==> src/rtl/rf_scoreboard_pkg.sv <==
`default_nettype none
// ============================================================================
// Module      : rf_scoreboard_pkg
// Description : Shared constants for the register-file scoreboard: GPR count,
//               pending-counter width and WB write bus field layout.
// Revision    : 1.0 - initial release
// ============================================================================
package rf_scoreboard_pkg;

    localparam int c_NREG        = 32;
    localparam int c_CNT_W       = 2;
    localparam int c_REG_IDX_W   = 5;

    // WB write bus: {we[3:0], waddr[4:0], wdata[31:0]}
    localparam int c_WS_REG_WD   = 41;
    localparam int c_WS_WE_HI    = 40;
    localparam int c_WS_WE_LO    = 37;
    localparam int c_WS_WADDR_HI = 36;
    localparam int c_WS_WADDR_LO = 32;
    localparam int c_WS_WDATA_HI = 31;
    localparam int c_WS_WDATA_LO = 0;

    // A WB write retires a pending entry when any byte lane is enabled and
    // the target is not the hard-wired zero register.
    function automatic logic ws_retire(input logic [c_WS_REG_WD-1:0] ws);
        return (|ws[c_WS_WE_HI:c_WS_WE_LO]) &&
               (ws[c_WS_WADDR_HI:c_WS_WADDR_LO] != '0);
    endfunction

endpackage
`default_nettype wire

==> src/rtl/rf_scoreboard_sb_counter.sv <==
`default_nettype none
// ============================================================================
// Module      : sb_counter
// Description : One per-register pending-write counter. Up/down, saturating
//               at both ends, with a synchronous clear that beats inc/dec.
// Revision    : 1.0 - initial release
// ============================================================================
module sb_counter #(
    parameter int CNT_W = 2
) (
    input  logic             clk,
    input  logic             reset,
    input  logic             inc,
    input  logic             dec,
    input  logic             clr,
    output logic [CNT_W-1:0] count
);

    localparam logic [CNT_W-1:0] c_MAX  = '1;
    localparam logic [CNT_W-1:0] c_ZERO = '0;
    localparam logic [CNT_W-1:0] c_ONE  = CNT_W'(1);

    logic [CNT_W-1:0] r_count;

    // Count issues up and retirements down; simultaneous inc/dec cancel.
    always_ff @(posedge clk) begin
        if (reset) begin
            r_count <= c_ZERO;
        end else if (clr) begin
            r_count <= c_ZERO;
        end else if (inc && !dec && (r_count != c_MAX)) begin
            r_count <= r_count + c_ONE;
        end else if (dec && !inc && (r_count != c_ZERO)) begin
            r_count <= r_count - c_ONE;
        end
    end

    assign count = r_count;

    // Retiring a write that was never issued means the pipeline lost track.
    a_no_underflow : assert property (@(posedge clk) disable iff (reset)
        !(dec && !inc && !clr && (r_count == c_ZERO)));

endmodule
`default_nettype wire

==> src/rtl/rf_scoreboard.sv <==
`default_nettype none
// ============================================================================
// Module      : rf_scoreboard
// Description : Tracks GPR writes in flight between ID issue and WB retire.
//               Reports source hazards to ID (with WB bypass), blocks issue
//               when a destination counter is saturated, clears on flush.
// Revision    : 1.0 - initial release
// ============================================================================
module rf_scoreboard
    import rf_scoreboard_pkg::*;
#(
    parameter int NREG  = c_NREG,
    parameter int CNT_W = c_CNT_W
) (
    input  logic                   clk,
    input  logic                   reset,
    input  logic                   ds_issue_valid,
    input  logic                   ds_issue_we,
    input  logic [c_REG_IDX_W-1:0] ds_issue_dest,
    output logic                   ds_issue_allow,
    input  logic [c_REG_IDX_W-1:0] ds_rs,
    input  logic                   ds_rs_en,
    input  logic [c_REG_IDX_W-1:0] ds_rt,
    input  logic                   ds_rt_en,
    output logic                   ds_rs_busy,
    output logic                   ds_rt_busy,
    output logic                   ds_stall,
    input  logic [c_WS_REG_WD-1:0] ws_reg,
    input  logic                   flush,
    output logic                   busy_any
);

    localparam logic [CNT_W-1:0] c_CNT_MAX = '1;
    localparam logic [CNT_W-1:0] c_CNT_ONE = CNT_W'(1);

    logic [CNT_W-1:0]       w_cnt [NREG];
    logic                   w_ret;
    logic [c_REG_IDX_W-1:0] w_ret_dest;
    logic                   w_iss;
    logic                   w_unused_wdata;

    assign w_ret          = ws_retire(ws_reg);
    assign w_ret_dest     = ws_reg[c_WS_WADDR_HI:c_WS_WADDR_LO];
    assign w_unused_wdata = &{1'b0, ws_reg[c_WS_WDATA_HI:c_WS_WDATA_LO]};

    // Issue is dropped in a flush cycle; the clear wins anyway, but keeping
    // it out of inc avoids a spurious inc/dec cancellation on that edge.
    assign w_iss = ds_issue_valid && ds_issue_we && ds_issue_allow &&
                   (ds_issue_dest != '0) && !flush;

    generate
        for (genvar gi = 0; gi < NREG; gi++) begin : g_reg
            if (gi == 0) begin : g_zero
                assign w_cnt[gi] = '0;
            end else begin : g_ctr
                sb_counter #(
                    .CNT_W (CNT_W)
                ) u_cnt (
                    .clk   (clk),
                    .reset (reset),
                    .inc   (w_iss && (ds_issue_dest == c_REG_IDX_W'(gi))),
                    .dec   (w_ret && (w_ret_dest == c_REG_IDX_W'(gi))),
                    .clr   (flush),
                    .count (w_cnt[gi])
                );
            end
        end
    endgenerate

    // A saturated destination may still issue if one of its writes retires now.
    always_comb begin
        ds_issue_allow = 1'b1;
        if (ds_issue_we && (ds_issue_dest != '0) &&
            (w_cnt[ds_issue_dest] == c_CNT_MAX) &&
            !(w_ret && (w_ret_dest == ds_issue_dest))) begin
            ds_issue_allow = 1'b0;
        end
    end

    // Source hazards; the last pending write retiring this cycle is forwarded.
    always_comb begin
        ds_rs_busy = ds_rs_en && (ds_rs != '0) && (w_cnt[ds_rs] != '0) &&
                     !(w_ret && (w_ret_dest == ds_rs) && (w_cnt[ds_rs] == c_CNT_ONE));
        ds_rt_busy = ds_rt_en && (ds_rt != '0) && (w_cnt[ds_rt] != '0) &&
                     !(w_ret && (w_ret_dest == ds_rt) && (w_cnt[ds_rt] == c_CNT_ONE));
        ds_stall   = ds_rs_busy || ds_rt_busy || (ds_issue_valid && !ds_issue_allow);
    end

    // Any register with an outstanding write.
    always_comb begin
        busy_any = 1'b0;
        for (int i = 1; i < NREG; i++) begin
            if (w_cnt[i] != '0) begin
                busy_any = 1'b1;
            end
        end
    end

endmodule
`default_nettype wire
==> config.mk <==
export PLATFORM = sky130hd
export DESIGN_NAME = rf_scoreboard
export DESIGN_NICKNAME = d
export VERILOG_FILES = /design/src/rtl/rf_scoreboard_pkg.sv /design/src/rtl/rf_scoreboard_sb_counter.sv /design/src/rtl/rf_scoreboard.sv
export SDC_FILE = /design/constraint.sdc
export NUM_CORES = 1
export LEC_CHECK = 0
export ABC_AREA = 0
export BUFFER_PORTS_ARGS = -buffer_cell sky130_fd_sc_hd__buf_2
export CORE_MARGIN = 5
export CORE_UTILIZATION = 45
export DETAILED_ROUTE_END_ITERATION = 8
export PLACE_DENSITY = 0.72
export SETUP_SLACK_MARGIN = 0.05
export SLEW_MARGIN = 20
export SYNTH_ARGS = -nofsm -noshare
export SYNTH_HDL_FRONTEND = slang
export SYNTH_HIERARCHICAL = 1
export SYNTH_SLANG_ARGS = --single-unit
==> constraint.sdc <==
create_clock -name clk -period 5.9 [get_ports clk]
set_input_delay 0.59 -clock clk [delete_from_list [all_inputs] [get_ports clk]]
set_output_delay 0.59 -clock clk [all_outputs]
set_load 0.05 [all_outputs]
Word-level counts from Yosys, hierarchy flattened
Index checks and enable logic that the tools add are counted.
Word-level totals
  register bits: 62
  input port bits: 63
  output and inout bits: 5
Operators by class
  add/subtract/negate cells: 62
  magnitude comparators: 3
  equality and inequality tests: 99
  multiplexer cells: 103
  bitwise gates (word level): 3
  reduce and logical (&&, ||, !) cells: 344
Operators by type and width (count)
  1-bit logical AND: 206
  5-bit equality test, second input constant: 32
  2-bit 2-to-1 mux: 68
  2-bit nonzero test: 64
  5-bit by 4-bit equality test with 1-bit output, second input constant: 16
  1-bit zero test: 66
  2-bit by 1-bit adder with 2-bit output, second input constant: 31
  2-bit inequality test, second input constant: 31
  2-bit by 1-bit subtractor with 2-bit output, second input constant: 31
  5-bit by 3-bit equality test with 1-bit output, second input constant: 8
  1-bit 2-to-1 mux: 32
  2-bit binary-select mux with 5-bit select: 3
  5-bit by 2-bit equality test with 1-bit output, second input constant: 4
  5-bit nonzero test: 4
  6-bit >= comparator, second input constant: 3
  5-bit NOT with 6-bit output: 3
  5-bit equality test: 3
  5-bit by 1-bit equality test with 1-bit output, second input constant: 2
  2-bit by 1-bit equality test with 1-bit output, second input constant: 2
  4-bit OR reduction: 1
  2-bit equality test, second input constant: 1
  1-bit logical OR: 2
  2-bit OR reduction: 1

Depth between registers and ports, before layout
Gate-level depths: netlist of run 1.
  depth after elaboration: 32
  gate-level depth with buffers: 12

Modules after synthesis
Netlist of run 1, hierarchy kept.
By module, submodules not included
  sb_counter: times used 31, cells each 13, area an instance 126.4 um^2
  rf_scoreboard: times used 1, cells each 323, area an instance 2575.0 um^2

Worst setup path after synthesis of run 1
Ideal clock, no wire load.
  kind: input -> output
  start point: input port ds_rt[0]
  end point: output port ds_stall
  data arrival time: 3.456 ns
  required time: 5.310 ns
  setup slack: 1.854 ns
  cell stages on the path: 8
  buffers on the path: 2
  cells stage by stage: clkbuf_1 -> buf_4 -> mux2i_1 -> a2111o_1 -> nand3_1 -> a211oi_1 -> o32ai_1 -> a211o_1
Between the ends
  cells in the longest elaborated chain, start to end: 10
  elaborated cells on any way between the ends: 16
  those cells by class: eq/ne (2); mux (3); bitwise (1); reduce/logical (10)
Ends and longest elaborated chain
  start, declared: line rf_scoreboard.sv:23  | input logic [c_REG_IDX_W-1:0] ds_rt,
  5-bit NOT with 6-bit output (not written as such): line rf_scoreboard.sv:84, rf_scoreboard.sv:85
  2-bit binary-select mux with 5-bit select: line rf_scoreboard.sv:84, rf_scoreboard.sv:85
  2-bit 2-to-1 mux (not written as such) (2 in a row): line rf_scoreboard.sv:84, rf_scoreboard.sv:85
  2-bit by 1-bit equality test with 1-bit output: line rf_scoreboard.sv:85  | !(w_ret && (w_ret_dest == ds_rt) && (w_cnt[ds_rt] == c_CNT_ONE));
  1-bit logical AND: line rf_scoreboard.sv:85
  1-bit zero test: line rf_scoreboard.sv:85
  1-bit logical AND *: line rf_scoreboard.sv:84  | ds_rt_busy = ds_rt_en && (ds_rt != '0) && (w_cnt[ds_rt] != '0) &&
  via ds_rt_busy: line rf_scoreboard.sv:26  | output logic ds_rt_busy,
  1-bit logical OR * (2 in a row): line rf_scoreboard.sv:86  | ds_stall = ds_rs_busy || ds_rt_busy || (ds_issue_valid && !ds_issue_allow);
  end, declared: line rf_scoreboard.sv:27  | output logic ds_stall,
The timed path passes the listed nets; every way through them passes the cells marked *. The select of a mux whose other input is x is not followed.

Final worst setup path of run 1
  start point: input port ds_rt[0]
  end point: output port ds_stall
Between the ends
  cells in the longest elaborated chain, start to end: 10
  elaborated cells on any way between the ends: 16
  those cells by class: eq/ne (2); mux (3); bitwise (1); reduce/logical (10)
Ends and longest elaborated chain (line)
  5-bit NOT with 6-bit output (not written as such): rf_scoreboard.sv:84, rf_scoreboard.sv:85
  2-bit binary-select mux with 5-bit select: rf_scoreboard.sv:84, rf_scoreboard.sv:85
  2-bit 2-to-1 mux (not written as such) (2 in a row): rf_scoreboard.sv:84, rf_scoreboard.sv:85
  2-bit by 1-bit equality test with 1-bit output: rf_scoreboard.sv:85
  1-bit logical AND: rf_scoreboard.sv:85
  1-bit zero test: rf_scoreboard.sv:85
  1-bit logical AND *: rf_scoreboard.sv:84
  1-bit logical OR * (2 in a row): rf_scoreboard.sv:86
Every way passes the cells marked *; elsewhere a longest branch is shown, timed or not. The select of a mux whose other input is x is not followed.

==> impl_metrics.py, run 1 <==
metrics = {
    "final_layout": {
        "areaGrowthSynthToFinish_pct": 7.71,
        "fin_nets": 805,
        "largest_reg_flops": 62,
        "fin_cells": 928,
        "num-fill-cells": 1337,
        "final_cell_mix": "72 x nor2_1, 63 x o21ai_0, 62 x dfxtp_1, 51 x mux2i_1, 37 x mux4_2",
        "layout_commonest_cell": "nor2_1",
        "layout-drive-gt1-share_pct": 25.9,
        "post-route-util_pct": 50.0,
    },
    "synthesis": {
        "synth_flop_cell": "dfxtp_1",
        "syn_inst": 726,
        "yosysSeqAreaShare_pct": 19.1,
        "synthesis.area_um2": 6490,
        "ys_async_sr_fraction_pct": 0,
        "yosysWarnings": 6,
        "synth_fp_nets": 789,
        "yosys.cell_types.count": 58,
        "avgSynthCellArea_um2": 8.94,
        "synth_top_area_cell": "dfxtp_1",
        "synth-seq-cells": 62,
        "ys_top_cells_by_area": "dfxtp_1 19%, mux4_2 13%, mux2i_1 7.9%, a211oi_2 6.0%, nor3b_2 6.0%",
        "synth_edf_count": 0,
        "synth_top_area_share_pct": 19.1,
    },
    "status": {
        "outcome": "completed",
    },
    "setup_path": {
        "cpMostUsedCell": "buf_2",
        "cpPeakStageDelay_ns": 0.81,
        "start_kind": "input port",
        "crit_slowest_cell": "o32ai_1",
        "worstReg2RegStart": "g_reg[3].g_ctr.u_cnt/count[0]",
        "crit_type": "in -> out",
        "crit_fanout": 22,
        "endpoint_kind": "output port",
        "path_cells": "buf_2 > mux2i_1 > a2111o_1 > nand3_1 > a211oi_1 > o32ai_1 > a211o_1 > buf_2",
        "r2r_setup_slack_ns": 3.06,
        "cp.arrival_ns": 3.18,
        "worst_r2r_path_depth": 9,
        "r2r-end": "g_reg[3].g_ctr.u_cnt/count[0]",
        "worstPathRequired_ns": 5.31,
    },
    "clocking": {
        "cts-root-buf": "clkbuf_16",
        "cts_setup_buffers": 0,
        "clk_path_buf_depth": 2,
        "cts_sinks": 62,
        "clk_pin_slew_ns": 0.05,
        "cts.htree.levels": 3,
        "cts_tree": "yes",
        "cts_buffers": 9,
        "cts_resized": 0,
        "hold_buffers": 0,
        "insertion_delay_ns": 0.35,
    },
    "place": {
        "hpwl_mm": 13.1,
        "place_congestion": 0.958,
        "dp.cells": 911,
        "io_buffers": 35,
    },
    "min_path": {
        "hp-start": "g_reg[6].g_ctr.u_cnt/count[1]",
        "min_to": "g_reg[6].g_ctr.u_cnt/count[1]",
        "hold_depth": 2,
        "min_path_type": "reg -> reg",
    },
    "power_and_ir_drop": {
        "clockPowerShare_pct": 44.7,
        "seqPwrFrac_pct": 39.9,
        "p_switching_w": 0.000300,
        "vdd_ir_drop_max_mv": 0.136,
        "p_sw_share_pct": 28.5,
        "power_frac_comb_pct": 15.4,
        "power.density_nw_per_um2": 150,
        "leakagePower_nw": 2.32,
        "p_int_w": 0.000752,
    },
    "floorplan": {
        "core_area_um2": 14000,
        "die_area_um2": 16900,
        "boundaryPins": 68,
        "start_util_pct": 46.4,
        "dieHeight_um": 130,
        "rows": 43,
        "die_w_um": 130,
    },
    "timing": {
        "fin_crit_sh_pct": 63.8,
        "period_needed_ns": 3.77,
        "tightest_slew_ns": 0.943,
        "slew_violations": 0,
        "worst_clock_skew_ns": 0.00860,
        "hold-worst-slack_ns": 0.580,
        "grt_setup_unrepaired": "no",
        "slew_headroom_pct": 37.1,
        "fin_setup_tns_ns": 0,
        "hold_viol": 0,
        "fmax_mhz": 265,
        "setup_viol": 0,
    },
    "route": {
        "routed_via_density": 6.39,
        "routed_wirelength_mm": 18.4,
        "avgRoutedWirePerCell_um": 19.9,
        "drtAntennaViolNets": 0,
        "remaining_drc_errors": 0,
        "firstDrtPassIters": 5,
        "num_vias": 5931,
        "drt_iter0_markers": 685,
    },
    "job": {
        "maxCapViolCount": 0,
    },
    "global_routing": {
        "antenna_found_initial": 2,
        "grt_pass1_wl_mm": 29.7,
        "first_global_vias": 5452,
        "grt_max_degree": 65,
        "grt_use_total_pct": 22.6,
        "overflow": 0,
    },
}
-- Yosys cell counts (all sizes together) (17+ instances only) --
master,n
dfxtp,62
o21ai,95
a211oi,63
nand2,18
nor2,72
buf,17
nor4,17
and2b,62
mux4,38
mux2i,51
nor3b,32
inv,35
xnor2,33
-- layer usage --
metal	vias up	part of all wire [%]	GRT usage (%)
met3	55	11	7.74
met4	2	2.9	9.35
met5	-	0.071	0
li1	2755	-	-
met2	293	43	32.9
met1	2826	43	30.6
-- worst max-delay path by stage --
stage | start | endpoint | cells after the start
global route | ds_rt[0] | ds_stall | 8
finish | ds_rt[0] | ds_stall | 8
detailed placement | ds_rs[1] | ds_stall | 8
CTS | ds_rs[1] | ds_stall | 8
global placement | ds_rt[0] | ds_stall | 8
floorplan | ds_rt[0] | ds_stall | 8
-- cell families after synthesis --
family | count (synthesis) | synth area share, %
flip-flops | 62 | 19.1
AO/OA/AOI/OAI | 192 | 20.9
AND/OR/NAND/NOR | 264 | 26.9
buffers and inverters | 67 | 4.64
XOR/XNOR | 46 | 6.21
multiplexers | 95 | 22.1
-- power groups by stage --
stage                     registers, W  clock network, W  logic, W
after floorplan               0.000429                 0  0.000108
after global placement        0.000429                 0  0.000158
after CTS                     0.000420          0.000478  0.000160
final                         0.000420          0.000470  0.000162
after global routing          0.000420          0.000503  0.000174
after detailed placement      0.000429                 0  0.000159
-- per-stage QoR --
| stage | setup slack (ns) | power (W) | cell area [um^2] |
|---|---|---|---|
| 2_1_floorplan | 1.85 | 0.000536 | 6490 |
| 3_3_place_gp | 2.27 | 0.000587 | 6740 |
| 3_5_place_dp | 2.27 | 0.000588 | 6740 |
| 4_1_cts | 2.27 | 0.00106 | 6990 |
| 5_1_grt | 2.03 | 0.00110 | 6990 |
| 6_report | 2.13 | 0.00105 | 6990 |
-- cell type report --
| type | count | area [um^2] | share of cell area [%] |
|---|---|---|---|
| diodes | 2 | 5.00 | 0.0716 |
| clock buffers | 13 | 240 | 3.44 |
| clock inverters | 2 | 10.0 | 0.143 |
| inverters | 35 | 131 | 1.88 |
| multi-input cells | 597 | 4950 | 70.8 |
| flip-flops and latches | 62 | 1240 | 17.7 |
| well taps | 180 | 225 | 3.22 |
| repair buffers | 37 | 190 | 2.72 |
-- critical path: cells and delay by family --
kind                   cells  cell delay, ns
muxes                      1            0.20
AOI/OAI and AO/OA          4            1.50
buffers and inverters      2            0.77
and+or+nand+nor            1            0.09
(Power assumes the default switching activity.)
==> run 2, diff against run 1 <==
- ABC_AREA: 0 -> 1
- PLACE_DENSITY: 0.72 -> 0.74
- clock period: 5.9 -> 3.29 ns (I/O delays scaled with it)
==> impl_metrics.py, run 2 <==
metrics = {
    "global_routing": {
        "grt_max_degree": 48,
        "antenna_found_initial": 0,
        "overflow": 0,
        "first_global_vias": 7370,
        "grt_use_total_pct": 25.1,
        "grt_pass1_wl_mm": 36.2,
    },
    "timing": {
        "fmax_mhz": 352,
        "grt_setup_unrepaired": "no",
        "slew_headroom_pct": 48.6,
        "slew_violations": 0,
        "period_needed_ns": 2.84,
        "hold_viol": 0,
        "fin_setup_tns_ns": 0,
        "setup_viol": 0,
        "tightest_slew_ns": 0.771,
        "worst_clock_skew_ns": 0.00733,
        "fin_crit_sh_pct": 86.2,
    },
    "place": {
        "hpwl_mm": 16.6,
        "dp.cells": 1490,
        "place_congestion": 0.979,
        "io_buffers": 35,
    },
    "floorplan": {
        "start_util_pct": 45.7,
        "core_area_um2": 15100,
        "die_area_um2": 17900,
        "boundaryPins": 68,
        "rows": 45,
        "dieHeight_um": 134,
        "die_w_um": 134,
    },
    "synthesis": {
        "ys_async_sr_fraction_pct": 0,
        "yosysWarnings": 6,
        "syn_inst": 1296,
        "synth_top_area_cell": "nand2_1",
        "yosys.cell_types.count": 29,
        "synth_flop_cell": "dfxtp_1",
        "synth_edf_count": 0,
        "yosysSeqAreaShare_pct": 18.0,
        "synth_top_area_share_pct": 24.2,
        "ys_top_cells_by_area": "nand2_1 24%, dfxtp_1 18%, nand3_1 11%, inv_1 11%, a21oi_2 7.9%",
        "yosysMostFrequentCell": "nand2_1",
        "synth-seq-cells": 62,
        "synth_fp_nets": 1359,
        "avgSynthCellArea_um2": 5.32,
        "synthesis.area_um2": 6900,
        "synth_common_cells": "445 x nand2_1, 199 x inv_1, 157 x nand3_1",
    },
    "clocking": {
        "cts_sinks": 62,
        "cts_resized": 0,
        "hold_buffers": 0,
        "cts_tree": "yes",
        "cts-root-buf": "clkbuf_16",
        "insertion_delay_ns": 0.34,
        "cts.htree.levels": 3,
        "clk_path_buf_depth": 2,
        "clk_pin_slew_ns": 0.05,
        "cts_setup_buffers": 0,
        "cts_buffers": 9,
    },
    "min_path": {
        "min_path_type": "reg -> reg",
    },
    "route": {
        "drt_iter0_markers": 1188,
        "remaining_drc_errors": 0,
        "routed_wirelength_mm": 22.7,
        "num_vias": 8253,
        "firstDrtPassIters": 6,
        "routed_via_density": 5.48,
        "avgRoutedWirePerCell_um": 15.1,
        "drtAntennaViolNets": 0,
    },
    "setup_path": {
        "crit_slowest_cell": "clkinv_1",
        "cp.arrival_ns": 2.51,
        "start_kind": "input port",
        "crit_fanout": 20,
        "endpoint_kind": "output port",
        "path_cells": "buf_2 > clkinv_1 > a21oi_1 > o21ai_0 > nand3_1 > nand3_1 > nand3_1 > nand2_1 > nand2_1 > nand2_1 > nand3_1 > buf_2",
        "worstPathRequired_ns": 2.96,
        "cpMostUsedCell": "nand3_1",
        "cpPeakStageDelay_ns": 0.58,
        "crit_type": "in -> out",
    },
    "final_layout": {
        "fin_cells": 1506,
        "antenna_cells": 0,
        "final_cell_mix": "445 x nand2_1, 199 x inv_1, 157 x nand3_1, 97 x nor2_1",
        "post-route-util_pct": 49.7,
        "fin_nets": 1376,
        "areaGrowthSynthToFinish_pct": 8.65,
        "layout-drive-gt1-share_pct": 14.3,
        "largest_reg_flops": 62,
        "layout_commonest_cell": "nand2_1",
    },
    "power_and_ir_drop": {
        "leakagePower_nw": 3.07,
        "power.density_nw_per_um2": 294,
        "vdd_ir_drop_max_mv": 0.253,
    },
    "job": {
        "maxCapViolCount": 0,
    },
    "status": {
        "outcome": "completed",
    },
}
==> run 2: cell types whose count changed in the layout (fill, tap and decap cells not counted), sizes merged, moves of 49 or more <==
cell and delta:
a21oi +111, nand3 +150, inv +199, nand2 +429, nor2 +49, a211oi -63, and2b -62, mux2i -51
==> run 2: stage by stage <==
| step | instance area, um^2 | total power, W | hold WS (ns) | setup WS (ns) |
|---|---|---|---|---|
| 6_report | 7490 | 0.00220 | 0.554 | 0.452 |
| 5_1_grt | 7490 | 0.00228 | 0.576 | 0.281 |
| 4_1_cts | 7490 | 0.00220 | 0.551 | 0.533 |
| 3_5_place_dp | 7160 | 0.00113 | 0.533 | 0.472 |
| 3_3_place_gp | 7160 | 0.00112 | 0.532 | 0.491 |
| 2_1_floorplan | 6900 | 0.00102 | 0.484 | 1.15 |
==> run 2: power by group <==
part / leakage (nW) / internal [W] / switching, W / total, W
registers: 0.499 / 0.000752 / 0.000000693 / 0.000752
logic: 2.40 / 0.0000988 / 0.000274 / 0.000373
clock network: 0.166 / 0.000724 / 0.000355 / 0.00108
==> run 2: area by class of cell <==
class                      instances  area [um^2]
clock buffer                      13          270
multi-input combinational        956         4530
inverter                         238          893
clock inverter                     3         65.1
fill                            1620         7600
timing repair buffer              46          258
sequential                        62         1240
tap                              188          235
==> run 2: critical path, delay by kind of cell <==
family	cells	cell delay (ns)
AND/OR/NAND/NOR	7	0.57
buffers and inverters	3	1.16
AO/OA/AOI/OAI	2	0.44
==> run 2: worst paths after layout <==
kind,startpoint,end,slack [ns],depth (start not counted)
worst max-delay path,ds_rt[0],ds_stall,0.45,12
worst min-delay path,g_reg[21].g_ctr.u_cnt/count[0],g_reg[21].g_ctr.u_cnt/count[1],0.55,2
worst max register to register,g_reg[1].g_ctr.u_cnt/count[0],g_reg[22].g_ctr.u_cnt/count[0],0.95,15
worst min register to register,g_reg[21].g_ctr.u_cnt/count[0],g_reg[21].g_ctr.u_cnt/count[1],0.55,2
==> run 2: logic make-up (layout without fill, tap and decap cells) <==
kind of cell	count (synthesis)	count (layout)	share of synthesized area, %
AND/OR/NAND/NOR	753	753	46.4
buffers and inverters	278	300	16.3
AO/OA/AOI/OAI	193	193	18.1
XOR/XNOR	10	10	1.27
flip-flops	62	62	18.0
==> run 2: routing by layer <==
layer | part of all wire, % | track usage, % | wire [um]
met4 | 3.6 | 11.0 | 810
met2 | 43 | 39.1 | 9680
met3 | 12 | 6.41 | 2790
met5 | 0 | 0 | 0
met1 | 42 | 32.7 | 9450
